## src/rtl/spm_copy_dma_pkg.sv

```systemverilog
// Shared SPM header: scratchpad geometry, bus width and the copy-engine
// state encoding used by spm_copy_dma.
//
// Contents:
//   SPM_ADDR_W  - SPM word-address width
//   WORD_W      - SPM data word width
//   SPM_DEPTH   - number of SPM words
//   SPM_BUS_W   - SPM bus width in bits
//   dma_state_t - copy engine states (IDLE, READ, WRITE, DONE)
package spm_copy_dma_pkg;

  localparam int SPM_ADDR_W = 12;
  localparam int WORD_W     = 32;
  localparam int SPM_DEPTH  = 1 << SPM_ADDR_W;
  localparam int SPM_BUS_W  = WORD_W;

  typedef enum logic [1:0] {
    ST_IDLE  = 2'd0,
    ST_READ  = 2'd1,
    ST_WRITE = 2'd2,
    ST_DONE  = 2'd3
  } dma_state_t;

endpackage

```

## src/rtl/spm_copy_dma.sv

```systemverilog
// spm_copy_dma: word-by-word copy engine for a single-port scratchpad.
// Each word takes one READ cycle (source address presented) and one WRITE
// cycle (registered read data written to the destination), so N words take
// 2N cycles plus a one-cycle DONE state.
//
// Ports:
//   clk, reset        - single clock, synchronous active-high reset
//   start             - command strobe, only accepted in IDLE
//   src_addr/dst_addr - first source/destination word address
//   len               - word count 0..2^SPM_ADDR_W
//   abort             - stop at the next word boundary
//   busy/done/aborted - status; aborted qualifies the done pulse
//   words_left        - remaining word count
//   spm_addr/spm_wr_data/spm_we/spm_rd_data - external RAM port
module spm_copy_dma #(
  parameter int SPM_ADDR_W = spm_copy_dma_pkg::SPM_ADDR_W,
  parameter int WORD_W     = spm_copy_dma_pkg::WORD_W
) (
  input  logic                  clk,
  input  logic                  reset,
  input  logic                  start,
  input  logic [SPM_ADDR_W-1:0] src_addr,
  input  logic [SPM_ADDR_W-1:0] dst_addr,
  input  logic [SPM_ADDR_W:0]   len,
  input  logic                  abort,
  output logic                  busy,
  output logic                  done,
  output logic                  aborted,
  output logic [SPM_ADDR_W:0]   words_left,
  output logic [SPM_ADDR_W-1:0] spm_addr,
  output logic [WORD_W-1:0]     spm_wr_data,
  output logic                  spm_we,
  input  logic [WORD_W-1:0]     spm_rd_data
);

  import spm_copy_dma_pkg::*;

  localparam int CNT_W = SPM_ADDR_W + 1;
  localparam logic [SPM_ADDR_W-1:0] ONE_ADDR = 1;
  localparam logic [CNT_W-1:0]      ONE_CNT  = 1;

  dma_state_t            state_q, state_d;
  logic [SPM_ADDR_W-1:0] src_ptr_q, src_ptr_d;
  logic [SPM_ADDR_W-1:0] dst_ptr_q, dst_ptr_d;
  logic [CNT_W-1:0]      left_q, left_d;
  logic [SPM_ADDR_W-1:0] addr_q, addr_d;
  logic [WORD_W-1:0]     hold_q, hold_d;
  logic                  we_q, we_d;
  logic                  busy_q, busy_d;
  logic                  done_q, done_d;
  logic                  aborted_q, aborted_d;
  logic                  pend_q, pend_d;

  // Next-state and next-output logic. Every output is computed here for the
  // state being entered and then registered, so the outputs always describe
  // the current state. An abort seen during READ is remembered in pend so a
  // one-cycle abort pulse still ends the transfer after that word's WRITE.
  // Pointer arithmetic is left to wrap naturally at the address width.
  always_comb begin
    state_d   = state_q;
    src_ptr_d = src_ptr_q;
    dst_ptr_d = dst_ptr_q;
    left_d    = left_q;
    addr_d    = addr_q;
    hold_d    = hold_q;
    we_d      = 1'b0;
    busy_d    = 1'b0;
    done_d    = 1'b0;
    aborted_d = 1'b0;
    pend_d    = 1'b0;
    unique case (state_q)
      ST_IDLE: begin
        if (start) begin
          busy_d = 1'b1;
          if (len != '0) begin
            state_d   = ST_READ;
            src_ptr_d = src_addr;
            dst_ptr_d = dst_addr;
            left_d    = len;
            addr_d    = src_addr;
          end else begin
            state_d = ST_DONE;
            left_d  = '0;
            done_d  = 1'b1;
          end
        end
      end
      ST_READ: begin
        state_d = ST_WRITE;
        busy_d  = 1'b1;
        we_d    = 1'b1;
        addr_d  = dst_ptr_q;
        pend_d  = abort;
      end
      ST_WRITE: begin
        busy_d    = 1'b1;
        src_ptr_d = src_ptr_q + ONE_ADDR;
        dst_ptr_d = dst_ptr_q + ONE_ADDR;
        left_d    = left_q - ONE_CNT;
        hold_d    = spm_rd_data;
        if ((left_d == '0) || abort || pend_q) begin
          state_d   = ST_DONE;
          done_d    = 1'b1;
          aborted_d = (left_d != '0);
        end else begin
          state_d = ST_READ;
          addr_d  = src_ptr_d;
        end
      end
      ST_DONE: begin
        state_d = ST_IDLE;
      end
      default: begin
        state_d = ST_IDLE;
      end
    endcase
  end

  // State and output registers. Reset wins over everything and clears the
  // whole engine, which also abandons any transfer in flight.
  always_ff @(posedge clk) begin
    if (reset) begin
      state_q   <= ST_IDLE;
      src_ptr_q <= '0;
      dst_ptr_q <= '0;
      left_q    <= '0;
      addr_q    <= '0;
      hold_q    <= '0;
      we_q      <= 1'b0;
      busy_q    <= 1'b0;
      done_q    <= 1'b0;
      aborted_q <= 1'b0;
      pend_q    <= 1'b0;
    end else begin
      state_q   <= state_d;
      src_ptr_q <= src_ptr_d;
      dst_ptr_q <= dst_ptr_d;
      left_q    <= left_d;
      addr_q    <= addr_d;
      hold_q    <= hold_d;
      we_q      <= we_d;
      busy_q    <= busy_d;
      done_q    <= done_d;
      aborted_q <= aborted_d;
      pend_q    <= pend_d;
    end
  end

  // The RAM returns read data only during the WRITE cycle itself, so write
  // data is forwarded straight from the read port while writing and the
  // captured copy is shown at all other times.
  assign spm_wr_data = (state_q == ST_WRITE) ? spm_rd_data : hold_q;

  assign busy       = busy_q;
  assign done       = done_q;
  assign aborted    = aborted_q;
  assign words_left = left_q;
  assign spm_addr   = addr_q;
  assign spm_we     = we_q;

endmodule

```

## config.mk

```make
export PLATFORM = sky130hd
export DESIGN_NAME = spm_copy_dma
export DESIGN_NICKNAME = d
export VERILOG_FILES = /design/src/rtl/spm_copy_dma_pkg.sv /design/src/rtl/spm_copy_dma.sv
export SDC_FILE = /design/constraint.sdc
export NUM_CORES = 1
export LEC_CHECK = 0
export CAP_MARGIN = 30
export CORE_UTILIZATION = 45
export DETAILED_ROUTE_END_ITERATION = 6
export GPL_ROUTABILITY_DRIVEN = 0
export PLACE_DENSITY = 0.76
export SYNTH_ARGS = -nofsm -noshare
export SYNTH_HDL_FRONTEND = slang
export SYNTH_SLANG_ARGS = --single-unit
```

## constraint.sdc

```tcl
create_clock -name clk -period 3.3 [get_ports clk]
set_input_delay 0.66 -clock clk [delete_from_list [all_inputs] [get_ports clk]]
set_output_delay 0.66 -clock clk [all_outputs]
set_load 0.02 [all_outputs]
```

# Word level (Yosys, flattened, before mapping)
# Index checks and enable logic that the tools add are counted.
# totals
register_bits,88
inputBits,73
# op_classes
eq_ne,6
n_reduce_logical,14
bitwise_logic,3
addsub,3
muxes,23
# ops
op,count
$mux W12,5
$pmux W12 S2,2
$pmux W12 S3,1
$mux W32,1
$mux W13,2
$pmux W13 S2,1
$reduce_bool A13 Y1,2
$add A12 B1 Y12 const B,2
$logic_not A13 Y1,1
$sub A13 B1 Y13 const B,1
$pmux W2 S4,1
$mux W2,3
$ne A2 B2 Y1 const B,3
$mux W1,5
$eq A2 B2 Y1 const B,2
$pmux W1 S2,2
$reduce_and A4 Y1,1
$reduce_or A2 Y1,2
$not A1 Y1,3
$reduce_and A3 Y1,1
$reduce_bool A3 Y1,1
$reduce_or A3 Y1,1
$eq A2 B1 Y1 const B,1
$logic_not A2 Y1,1
3 further kinds,4

# Depth between registers and ports, before layout
# Gate-level depths: netlist (run 1).
# depth
word_depth,6
mapped_depth,9
depth_no_buf,7

# Worst setup path after synthesis (run 1)
# Ideal clock, no wire load.
# synth_timing
kind,flip-flop to output port
start,register state_q[0]
end,output port spm_wr_data[10]
path_slack_ps,939
arrival_time_ps,1701
required_time_ps,2640
stages_incl_launch_ff,6
path_cell_list,dfxtp_1 > inv_1 > ha_1 > clkbuf_1 > clkbuf_1 > mux2_1
# synth_via
elab_chain_cells,2
# synth_rtl
item,line_no,source
from (decl),spm_copy_dma.sv:42,"dma_state_t state_q, state_d;"
from (signal assigned),spm_copy_dma.sv:135,state_q <= state_d;
$eq A2 B2 Y1,spm_copy_dma.sv:152,assign spm_wr_data = (state_q == ST_WRITE) ? spm_rd_data : hold_q;
$mux W32,n/a,
to (decl),spm_copy_dma.sv:31,"output logic [WORD_W-1:0] spm_wr_data,"
# Every way passes these cells.

# Final worst setup path (run 1)
# layout_timing
start,register state_q[0]
end,output port spm_wr_data[5]
# Same word-level chain as after synthesis.

==> results of run 1 <==
[flip-flops by register name, indices dropped and copies added (netlist names)]
register    flops
hold_q         32
words_left     13
dst_ptr_q      12
spm_addr       12
src_ptr_q      12
state_q         2
aborted         1
busy            1
done            1
pend_q          1
spm_we          1
[kinds of logic after synthesis]
kind of cell               Yosys count  synth area share, %
DFF                                 88                 37.2
adders and majority gates            8                 2.11
and+or+nand+nor                    226                 24.3
AOI/OAI and AO/OA                  145                 20.7
buffers and inverters               49                 4.04
xor gates and xnor gates             3                0.554
muxes                               49                 11.2
[worst paths after layout]
path                            slack, ns          start  depth (start not counted)              to
worst max register to register       0.61  words_left[0]                          7     spm_addr[8]
worst min register to register       0.46    spm_addr[1]                          2     spm_addr[1]
worst max-delay path                 0.38     state_q[0]                          4  spm_wr_data[5]
worst min-delay path                 0.46    spm_addr[1]                          2     spm_addr[1]
[final cells by class]
cell class                 instances  area [sq um]  share of cell area [%]
timing repair buffer             141          1400                    22.1
inverter                           7          26.3                   0.414
tap                              136           170                    2.68
clock inverter                     4          30.0                   0.473
clock buffer                      12           145                    2.29
sequential                        88          1760                    27.8
multi-input combinational        431          2810                    44.3
[report_power, final]
group / internal [mW] / total, mW / switching [mW]
sequential: 1.17 / 1.29 / 0.115
combinational: 0.485 / 1.03 / 0.545
clock: 0.297 / 0.691 / 0.394
total: 1.95 / 3.01 / 1.05
[cells in the final DEF (no fill, tap or decap), types with 3 or more instances in the layout]
cell type	instances
nor2b_1	11
ha_1	7
nand4_1	8
a22oi_1	6
nand3_1	15
a211oi_1	8
o2bb2ai_1	4
and3_1	4
buf_4	7
clkdlybuf4s50_1	133
and4_1	3
dfxtp_1	88
clkbuf_8	10
nor2_1	43
a311oi_1	5
nand3b_1	3
inv_1	5
and2_1	33
xnor2_1	3
o221ai_1	5
nor3_1	11
o22ai_1	5
mux2_1	30
mux2i_1	17
a21oi_1	39
nor4_1	6
or3_1	12
o211ai_1	7
o21ai_1	11
a31oi_1	3
nand2_1	65
o22a_1	3
o21ai_0	17
a21o_1	8
[routing by layer]
metal	global-route usage (%)	routed length, um	vias up
met5	0	0	-
met4	8.75	213	0
met3	3.12	761	18
met2	41.2	6500	190
met1	31.0	5650	2211
li1	-	-	2289
[stage by stage]
step	std cells	util [%]	total power, mW	cell area [sq um]	setup WS (ns)
after CTS	818	61.5	3.01	6320	0.108
after detailed placement	802	59.8	2.33	6150	0.516
after global placement	802	59.8	2.30	6150	0.573
final	819	61.7	3.01	6340	0.378
after global routing	819	61.7	3.19	6340	0.234
after floorplan	568	-	1.92	4740	0.939
[worst max-delay path: cells and delay by family, from the launching register on]
family | cells | cell delay, ns
adder cells (fa/ha/maj) | 1 | 0.46
multiplexers | 1 | 0.40
flip-flops | 1 | 0.35
buffers and inverters | 2 | 0.69
==> metrics.cfg, run 1 <==
[die]
fp.dieArea_sq_um=10900
die_x_um=105
die_y_um=105
rows=37
core_sq_um=10300
start_util_pct=46.1
io_pins=134

[worst_setup_path]
crit_path_max_fanout=33
path_cells=inv_1 > ha_4 > mux2_1 > clkdlybuf4s50_1
worstPathArrival_ns=2.26
crit_type=flip-flop to output pin
crit_slowest_cell=clkdlybuf4s50_1
max_stage_delay_ns=0.56
crit_path_start_kind=flip-flop
worstPathRequired_ns=2.64
critPathCaptureType=output pin

[detailed_routing]
num_vias=4708
route.detailed.drc=0
first_pass_iters=5
drtIter0Drc=271
via_per_inst=5.75
routedWlPerCell_um=16.0
ant_nets=0
wl_um=13100

[timing]
finalSetupViolCount=0
rsz0062_at_grt=false
min_period_over_period_pct=88.6
relSlewSlack_pct=43.7
worst_slew_pin_slew_ns=0.844
hold_viol=0
fin_setup_tns_ns=0
skew_ns=0.00885
fmax_ghz=0.342
hold_slack_ns=0.464
finalCriticalPeriod_ns=2.92
final_max_slew_viol_count=0

[status]
run_status=finished, final reports clean

[worst_hold_path]
min_path_type=flip-flop to flip-flop

[cells_and_area]
nets=759
fillers=966
drive_gt1_share_pct=4.98
antenna_cells=0
area_delta_synth_final_pct=33.8

[clocking]
cts_resized=0
clock_sinks=88
cts_buffers=9
postCtsSetupBuffers=0
clock_latency_ns=0.36
clk_path_buf_depth=2
cts_max_level=3
root_buffer=clkbuf_8
holdBufCountCts=0
tritoncts=yes
path_clk_slew_ns=0.09

[global_route]
grtUsageTotal_pct=24.1
grt_max_degree=64
grt_pass1_vias=4393
antenna_found_initial=0
grt-ovfl-total=0
grt_pass1_wl_um=21500

[synth]
synthCells=568
synth.most_common_cell=dfxtp_1
yosys_warnings=0
ys_ff_latch=88
synth_edf_count=0
synth_fp_nets=649
postSynth.asyncResetShare_pct=0
netlist_top_cells_count=88 x dfxtp_1, 65 x nand2_1, 43 x nor2_1, 39 x a21oi_1, 39 x clkbuf_1
syn-cell-area_sq_um=4740
synth_largest_area_cell=dfxtp_1
syn_avg_cell_area_sq_um=8.35
synthTopCellsByArea=dfxtp_1 37%, mux2_1 7.1%, nand2_1 5.1%, and2_1 4.4%, a21oi_1 4.1%
dominantRegCellSynth=dfxtp_1
yosysSeqAreaShare_pct=37.2
yosysUniqueCellTypes=63
synth_top_area_share_pct=37.2

[job]
drv_cap=0

[power]
powerDensity_nw_per_um2=474
ir_drop_mv=0.260
p_leak_nw=2.36

[placed_design]
io_buffer_count=133
hpwlAfterDp_um=9050

(Power assumes the default switching activity.)
==> run 2, diff against run 1 <==
ABC_AREA = 1   (was unset)
PLACE_DENSITY = 0.77   (was 0.76)
==> metrics.cfg, run 2 <==
[cells_and_area]
nets=878  ; +16%
top_register=hold_q
antenna_cells=0  ; unchanged
largest_register_ffs=32  ; unchanged
postLayoutCellArea_sq_um=6180  ; -2.7%
final_util_pct=62.9  ; +1.2 points
drive_gt1_share_pct=6.61  ; +1.6 points
final_cell_mix=217 x nand2_1, 133 x clkdlybuf4s50_1, 88 x dfxtp_1
layout_commonest_cell=nand2_1
area_delta_synth_final_pct=35.3

[power]
p_leak_nw=2.62  ; +11%
ir_drop_mv=0.238  ; -8.2%
powerDensity_nw_per_um2=427  ; -9.9%

[worst_setup_path]
crit_start=state_q[0]
critPathCaptureType=output pin
cp_top_family=buffers and inverters
crit_path_start_kind=flip-flop
critical_path_buf_inv_count=3  ; +1
reg2reg_depth=10  ; +3
crit_path_max_fanout=33  ; unchanged
path_cells=inv_1 > ha_4 > buf_4 > nand2_1 > nand2_1 > clkdlybuf4s50_1
crit_type=flip-flop to output pin
worstPathArrival_ns=2.41  ; +0.15 ns
rr_startpoint=state_q[0]
crit_slowest_cell=clkdlybuf4s50_1
worstPathRequired_ns=2.64  ; about the same
max_stage_delay_ns=0.62  ; +0.06 ns
cp_common_cell=nand2_1
r2r_end=dst_ptr_q[5]
r2r_setup_slack_ns=0.92  ; +0.31 ns

[placed_design]
dpl_cell_area_sq_um=5960  ; -3.1%
hpwlAfterDp_um=8890  ; -1.8%
io_buffer_count=133  ; unchanged

[global_route]
grt-ovfl-total=0  ; unchanged
grtUsageTotal_pct=25.2  ; +1.1 points
grt_pass1_vias=4485  ; +2.1%
grt_max_degree=46  ; -28%
antenna_found_initial=0  ; unchanged
grt_pass1_wl_um=20700  ; -3.6%

[synth]
synth_largest_area_cell=dfxtp_1
synth_fp_nets=763  ; +18%
synthCells=682  ; +20%
syn_avg_cell_area_sq_um=6.69  ; -20%
synth_top_area_share_pct=38.6  ; +1.4 points
synthTopCellsByArea=dfxtp_1 39%, nand2_1 18%, a21oi_1 8.8%, o21ai_0 5.7%, nor2_1 4.3%
postSynth.asyncResetShare_pct=0  ; unchanged
ys_ff_latch=88  ; unchanged
synth_edf_count=0  ; unchanged
dominantRegCellSynth=dfxtp_1
synth.most_common_cell=nand2_1
yosys_warnings=0  ; unchanged
yosysUniqueCellTypes=37  ; -41%
syn-cell-area_sq_um=4570  ; -3.7%
netlist_top_cells_count=217 x nand2_1, 88 x dfxtp_1, 80 x a21oi_1, 52 x nor2_1, 52 x o21ai_0
yosysSeqAreaShare_pct=38.6  ; +1.4 points

[detailed_routing]
routedWlPerCell_um=13.6  ; -15%
ant_nets=0  ; unchanged
via_per_inst=5.21  ; -9.3%
wl_um=12700  ; -3.0%
num_vias=4876  ; +3.6%
route.detailed.drc=0  ; unchanged
drtIter0Drc=252  ; -7.0%
first_pass_iters=5  ; unchanged

[timing]
finalCriticalPeriod_ns=3.07  ; +0.143 ns
fmax_ghz=0.326  ; -4.7%
hold_slack_ns=0.474  ; +0.00960 ns
min_period_over_period_pct=92.9  ; +4.3 points
hold_viol=0  ; unchanged
fin_setup_tns_ns=0  ; unchanged
skew_ns=0.0176  ; +0.00878 ns
relSlewSlack_pct=45.2  ; +1.5 points
worst_slew_pin_slew_ns=0.822  ; -0.0223 ns
finalSetupViolCount=0  ; unchanged
final_max_slew_viol_count=0  ; unchanged
rsz0062_at_grt=false

[worst_hold_path]
min-delay-start=hold_q[11]
hold_depth=2  ; unchanged
whs_endpoint=hold_q[11]
min_path_type=flip-flop to flip-flop

[die]
core_sq_um=9820  ; -4.5%
rows=36  ; -2.7%
start_util_pct=46.5  ; +0.37 points
die_y_um=103  ; -1.8%
fp.dieArea_sq_um=10600  ; -3.6%
io_pins=134  ; unchanged
die_x_um=103  ; -1.8%

[status]
run_status=finished, final reports clean

[clocking]
cts_buffers=9  ; unchanged
postCtsSetupBuffers=0  ; unchanged
cts_max_level=3  ; unchanged
path_clk_slew_ns=0.09  ; about the same
clock_sinks=88  ; unchanged
tritoncts=yes
clk_path_buf_depth=2  ; unchanged
root_buffer=clkbuf_8
clock_latency_ns=0.36  ; about the same

[job]
drv_cap=0  ; unchanged

-- run 2: worst max-delay path by stage --
stage,endpoint,slack [ns],depth (start not counted)
after floorplan,spm_wr_data[12],0.91,9
after global placement,spm_wr_data[30],0.51,6
after detailed placement,spm_wr_data[24],0.44,6
after CTS,spm_wr_data[24],0.05,6
after global routing,spm_wr_data[1],0.10,6
final,spm_wr_data[24],0.23,6
-- run 2: through the flow --
step                      std cells  setup WS [ns]  total power, mW
after detailed placement        919          0.441             1.88
after global placement          919          0.510             1.86
after global routing            935          0.105             2.78
final                           935          0.235             2.64
after floorplan                 682          0.914             1.60
after CTS                       935         0.0521             2.65
-- run 2: cell type report --
class,instances,area [sq um]
multi-input cells,517,2500
clock inverters,7,77.6
clock buffers,9,124
repair buffers,142,1400
well taps,133,166
flip-flops and latches,88,1760
fillers,945,3640
inverters,39,149
-- run 2: what timing repair did --
| action | in CTS | in global routing |
|---|---|---|
| hold buffers | 0 | 0 |
| gates resized for setup | 0 | 3 |
| endpoints found under the setup margin | 0 | 32 |
-- run 2: worst min-delay path, stage by stage, from the launching register on --
cell and delay [ns]:
dfxtp_1 0.31, nand2_1 0.07, a21oi_1 0.06
-- run 2: cells by family (layout without fill, tap and decap cells) --
| logic type | after synthesis | after routing | synth area share, % |
|---|---|---|---|
| XOR/XNOR | 4 | 4 | 0.767 |
| flip-flops | 88 | 88 | 38.6 |
| buffers and inverters | 77 | 197 | 6.96 |
| AO/OA/AOI/OAI | 170 | 170 | 20.1 |
| adder cells (fa/ha/maj) | 8 | 8 | 2.19 |
| AND/OR/NAND/NOR | 335 | 335 | 31.4 |
-- run 2: power by group --
| group | leakage (nW) | switching, mW | total [mW] | internal, mW |
|---|---|---|---|---|
| combinational | 1.79 | 0.369 | 0.662 | 0.293 |
| clock | 0.101 | 0.421 | 0.779 | 0.359 |
| sequential | 0.722 | 0.0637 | 1.20 | 1.13 |
-- run 2: layer usage --
layer / track usage (%) / vias up / routed length [um]
met4: 8.35 / 0 / 162
met1: 31.7 / 2215 / 5560
met5: 0 / - / 0
met3: 6.51 / 13 / 962
li1: - / 2486 / -
met2: 41.8 / 162 / 6040
